[config.mk]
export PLATFORM = sky130hd
export DESIGN_NAME = down_timer_n
export DESIGN_NICKNAME = d
export VERILOG_FILES = /design/src/rtl/down_timer_pkg.sv /design/src/rtl/down_timer_n.sv
export SDC_FILE = /design/constraint.sdc
export NUM_CORES = 1
export LEC_CHECK = 0
export CAP_MARGIN = 30
export CORE_AREA = 10 10 47 49
export CTS_BUF_LIST = sky130_fd_sc_hd__clkbuf_8
export CTS_CLUSTER_SIZE = 25
export DETAILED_ROUTE_END_ITERATION = 10
export DIE_AREA = 0 0 57 59
export PLACE_DENSITY_LB_ADDON = 0.05
export SETUP_SLACK_MARGIN = 0.4
export SLEW_MARGIN = 20
export SYNTH_ARGS = -nofsm -noshare
export SYNTH_HDL_FRONTEND = slang
export SYNTH_SLANG_ARGS = --single-unit
export TNS_END_PERCENT = 10
[constraint.sdc]
create_clock -name clk -period 1.8 [get_ports clk]
set_clock_uncertainty 0.1 [all_clocks]
set_input_delay 0.27 -clock clk [delete_from_list [all_inputs] [get_ports clk]]
set_output_delay 0.27 -clock clk [all_outputs]
set_load 0.005 [all_outputs]
[src/rtl/down_timer_pkg.sv]
// down_timer_pkg: state encoding shared by the down_timer_n timer.
package down_timer_pkg;

    typedef enum logic [1:0] {
        IDLE = 2'b00,
        RUN  = 2'b01,
        DONE = 2'b10
    } state_t;

endpackage

[src/rtl/down_timer_n.sv]
// down_timer_n: loadable down-count timer; one-shot by default, periodic when
// DOWN_TIMER_AUTORELOAD_EN is defined (reloads from the latched start value).
module down_timer_n
    import down_timer_pkg::*;
#(
    parameter int n            = 4,
    parameter int counter_bits = 4
) (
    input  logic                    clk,
    input  logic                    r,
    input  logic                    start,
    input  logic [counter_bits-1:0] len,
    input  logic                    en,
    input  logic                    abort,
    output logic                    busy,
    output logic                    bo,
    output logic                    done,
    output logic [counter_bits-1:0] q
);

    localparam logic [counter_bits-1:0] DEF_LOAD = counter_bits'(n - 1);

    state_t                  state_q, state_d;
    logic [counter_bits-1:0] cnt_q, cnt_d;
    logic [counter_bits-1:0] load_val;
    logic                    start_ok;

    assign load_val = (len == '0) ? DEF_LOAD : len;
    // start is honoured only outside RUN, and never alongside abort
    assign start_ok = start && !abort && (state_q != RUN);

    assign busy = (state_q != IDLE);
    assign bo   = (state_q == RUN) && (cnt_q == '0) && en;
    assign q    = cnt_q;

`ifdef DOWN_TIMER_AUTORELOAD_EN
    logic [counter_bits-1:0] reload_q, reload_d;

    assign done = bo;

    always_comb begin
        state_d  = state_q;
        cnt_d    = cnt_q;
        reload_d = reload_q;
        if (abort && state_q != IDLE) begin
            state_d = IDLE;
            cnt_d   = '0;
        end else if (start_ok) begin
            state_d  = RUN;
            cnt_d    = load_val;
            reload_d = load_val;
        end else if (state_q == RUN && en) begin
            cnt_d = (cnt_q != '0) ? cnt_q - 1'b1 : reload_q;
        end else if (state_q == DONE) begin
            state_d = IDLE;
        end
    end

    always_ff @(posedge clk or negedge r) begin
        if (!r) begin
            state_q  <= IDLE;
            cnt_q    <= '0;
            reload_q <= '0;
        end else begin
            state_q  <= state_d;
            cnt_q    <= cnt_d;
            reload_q <= reload_d;
        end
    end
`else
    assign done = (state_q == DONE);

    always_comb begin
        state_d = state_q;
        cnt_d   = cnt_q;
        if (abort && state_q != IDLE) begin
            state_d = IDLE;
            cnt_d   = '0;
        end else if (start_ok) begin
            state_d = RUN;
            cnt_d   = load_val;
        end else if (state_q == RUN && en) begin
            state_d = (cnt_q != '0) ? RUN : DONE;
            cnt_d   = (cnt_q != '0) ? cnt_q - 1'b1 : '0;
        end else if (state_q == DONE) begin
            state_d = IDLE;
        end
    end

    always_ff @(posedge clk or negedge r) begin
        if (!r) begin
            state_q <= IDLE;
            cnt_q   <= '0;
        end else begin
            state_q <= state_d;
            cnt_q   <= cnt_d;
        end
    end
`endif

endmodule

# Word level (Yosys, flattened, before mapping)
# Cells that the tools add are included.
word_totals:
  ff_bits: 6
  in_bits: 9
  out_inout_bits: 7
  word_cells: 29
op_classes:
  addsub: 1
  n_eq_ne: 3
  n_mux: 10
  reduce_logical: 13
op_table:
  columns: ["cell", "count"]
  rows:
  - ["$mux 4", 5]
  - ["$mux 2", 5]
  - ["$logic_not 4->1", 2]
  - ["$reduce_bool 4->1", 2]
  - ["$logic_and 1x1->1", 6]
  - ["$sub 4x1->4 const B", 1]
  - ["$reduce_bool 3->1", 1]
  - ["$eq 2x1->1 const B", 1]
  - ["$eq 2x2->1 const B", 1]
  - ["$ne 2x1->1 const B", 1]
  - ["$reduce_bool 2->1", 1]
  - ["$logic_not 1->1", 1]

# Logic depth before layout (Yosys ltp)
logic_depth:
  word_depth: 5
  ltp_mapped: 6
  mapped_depth_nobuf: 6

# Worst setup path after synthesis
# No wires, ideal clock.
synth_path:
  path_type: "register to output"
  startpoint: "register cnt_q[0] (netlist: q[0])"
  endpoint: "output port bo"
  arrival_ns: 1.199
  path_slack_ns: 0.231
  path_stages_with_launch: 5
  path_buffers: 0
  path_cell_list: "dfrtp_1 -> inv_1 -> ha_1 -> nor3b_1 -> and3_2"
synth_via:
  elab_chain_len: 3
synth_rtl:
  columns: ["item", "line_no", "rtl"]
  rows:
  - ["from (decl)", "down_timer_n.sv:24", "logic [counter_bits-1:0] cnt_q, cnt_d;"]
  - ["from (signal assigned)", "down_timer_n.sv:96", "cnt_q <= cnt_d;"]
  - ["$logic_not 4->1", "down_timer_n.sv:33", "assign bo = (state_q == RUN) && (cnt_q == '0) && en;"]
  - ["$logic_and 1x1->1 (2 in a row)", "down_timer_n.sv:33", null]
  - ["to (decl)", "down_timer_n.sv:16", "output logic bo,"]
# No other way between the ends.

# Worst setup path after layout
layout_path:
  startpoint: "register cnt_q[1] (netlist: q[1])"
  endpoint: "output port bo"
# The elaborated chain is that of the path after synthesis.

==> impl_metrics.csv <==
group,metric,value,unit
power,p_leak,0.0003934,µW
finish,final_common_cell,"buf_4",
sta,layout_worst_path_cycle_share,92.48,%
clocking,cts_tree,"built",
setup_path,cp.arrival,1.29,ns
grt,grt_util_met3,3.648,%
power,peakVddDrop,0.7547,mV
die,initial_core_util,33.04,%
logic_synthesis,syn-instance-count,51,
sta,worst_slew_pin_slew,0.2731,ns
logic_synthesis,synth_nets,62,
finish,antenna-diode-count,0,
run,drv_cap,0,
route,drc,0,
place,place_area,728.2,µm²
sta,setup_slack,0.1354,ns
sta,rsz0062_at_grt,"yes",
logic_synthesis,avgSynthCellArea,9.077,µm²
clocking,htreeDepth,1,
sta,setup_viol,0,
place,pre_cts_ws,-0.04370,ns
setup_path,cp-start-kind,"register",
setup_path,cpLargestDelayFamily,"simple AND/OR/NAND/NOR gates",
setup_path,cpPeakStageDelay,0.38,ns
sta,relSlewSlack,81.79,%
finish,ff_latch_area,150.1,µm²
grt,met2_usage,15.35,%
route,detail_route.iter0.violations,10,
setup_path,crit_chain,"inv_2 -> ha_4 -> nor3b_4 -> and3_4 -> buf_6",
clocking,insertion_delay,0.22,ns
grt,antenna_found_initial,0,
setup_path,crit_fanout,2,
die,die-area,3363,µm²
grt,use_met1,8.816,%
finish,nFillCells,141,
finish,finalNonFillerCells,98,
setup_path,crit_path_top_delay_cell,"dfrtp_1",
route,first_pass_iters,4,
grt,grt_pass1_wl,2290,µm
grt,grt_overflow_total,0,
sta,finalSetupTns,0,ns
logic_synthesis,synth_cell_types,19,
place,hpwl,1070,µm
setup_path,path_buf_inv,2,
place,placed_cells_incl_taps,93,
sta,drv_slew,0,
logic_synthesis,ys.warnings.count,0,
die,core_area,1401,µm²
finish,multi_input_area,326.6,µm²
die,row_count,14,
sta,fmax,600.8,MHz
outcome,status,"finished clean",
finish,syn2layout_area_growth,72.70,%
route,via_per_inst,4.765,
setup_path,worstSetupPathType,"register to output port",
logic_synthesis,yosysSeqAreaShare,32.43,%
power,power_density,1424,nW/µm²
place,routabilityCongestion,0.7701,
clocking,hold_buffers,0,
clocking,clk_pin_slew,0.04,ns
grt,grt_start_max_net_pins,7,
route,routedWlPerCell,13.15,µm
logic_synthesis,synth_area,462.9,µm²
finish,drive_above_1_share,36.59,%
setup_path,critPathRequiredTime,1.43,ns
place,numPortBuffers,15,
sta,fin_crit,1.665,ns
setup_path,endpoint_kind,"output port",
logic_synthesis,synth_seq_cells,6,
clocking,cts_buffer_depth,2,
grt,grt_use_total,8.609,%
hold_path,hold_path.class,"input port to asynchronous set/reset pin",
finish,postLayoutCellArea,799.5,µm²
clocking,numCtsBuffers,3,
die,die_h,59,µm
finish,final_cell_mix,"buf_4, clkdlybuf4s50_1, mux2i_1",
die,pin_count,16,
clocking,cts_root_buffer,"clkbuf_8",
route,ant_nets,0,
grt,busiest_layer,"met2",
grt,grt_pass1_vias,498,
route,wirelength,1289,µm
sta,timing_hold_violations_final,0,
die,die_x,57,µm
clocking,clock-sinks,6,
route,via_count,467,
finish,nNetsFinal,95,
[layer usage]
layer  vias up  share of wire, %
li1        234                 -
met1       221                43
met2         9                52
met3         3               4.6
met4         0              0.62
met5         -                 0
[area by class of cell]
| cell class | count | area share, % |
|---|---|---|
| flip-flops and latches | 6 | 18.78 |
| well taps | 16 | 2.504 |
| inverters | 2 | 0.9390 |
| repair buffers | 29 | 31.77 |
| multi-input cells | 42 | 40.85 |
| clock buffers | 3 | 5.164 |
[per-stage QoR]
step,util [%],power [µW],hold slack [ns]
floorplan,-,563.7,-0.1256
global placement,51.96,909.1,0.4249
detailed placement,51.96,916.1,0.4294
CTS,57.05,1152,0.1984
global route,57.05,1255,0.2048
finish,57.05,1138,0.1871
[what timing repair did]
action,CTS,global route
pin swaps,2,0
gates resized for setup,12,0
endpoints found under the setup margin,13,13
buffers inserted,2,0
[cells by family (layout without fill, tap and decap cells)]
family / after synthesis / count (layout) / synth area share, %
DFF: 6 / 6 / 32.43
adders and majority gates: 2 / 2 / 5.405
and+or+nand+nor: 27 / 27 / 31.62
buffers and inverters: 3 / 34 / 4.054
AOI/OAI and AO/OA: 2 / 2 / 2.162
muxes: 11 / 11 / 24.32
[Yosys cell counts]
cell      number  area [µm²]
mux2_2         2       22.52
nor2b_2        1       8.760
nand2b_1       2       12.51
or2_2          3       18.77
inv_1          2       7.510
mux2i_1        9       90.09
buf_6          1       11.26
nor3_1         3       15.01
and3_2         1       7.510
o21ai_0        2       10.01
nor2_1         6       22.52
nor2b_1        1       6.260
or2b_1         1       7.510
and2b_2        1       8.760
dfrtp_1        6       150.1
nor3b_1        1       7.510
or3b_1         1       8.760
nand2_1        6       22.52
ha_1           2       25.02
[registers in the layout, summed over array words and instances, names as in the netlist]
| name | count |
|---|---|
| state_q | 2 |
| q | 4 |
[power by group]
part           switching [µW]  internal (µW)  leakage [µW]
combinational             290            420      0.000294
sequential               41.6            184     0.0000777
clock                    58.6            144     0.0000216
[worst register-to-register path, stage by stage (launching register included)]
cell     delay (ns)
dfrtp_1        0.37
buf_4          0.13
nor2b_4        0.04
or3b_1         0.51
mux2i_1        0.21
mux2i_1        0.09
[path summary, 6_finish.rpt]
| kind | startpoint | endpoint | slack [ns] | cells past startpoint |
|---|---|---|---|---|
| max | q[1] | bo | 0.14 | 5 |
| min | r | q[2] | 0.19 | 1 |
| max reg2reg | state_q[1] | q[1] | 0.23 | 5 |
| min reg2reg | state_q[0] | state_q[1] | 0.55 | 2 |
| max in group asynchronous | r | state_q[1] | 1.20 | 1 |
| min in group clk | state_q[0] | state_q[1] | 0.55 | 2 |
No activity file was read; power rests on OpenSTA's default activity.
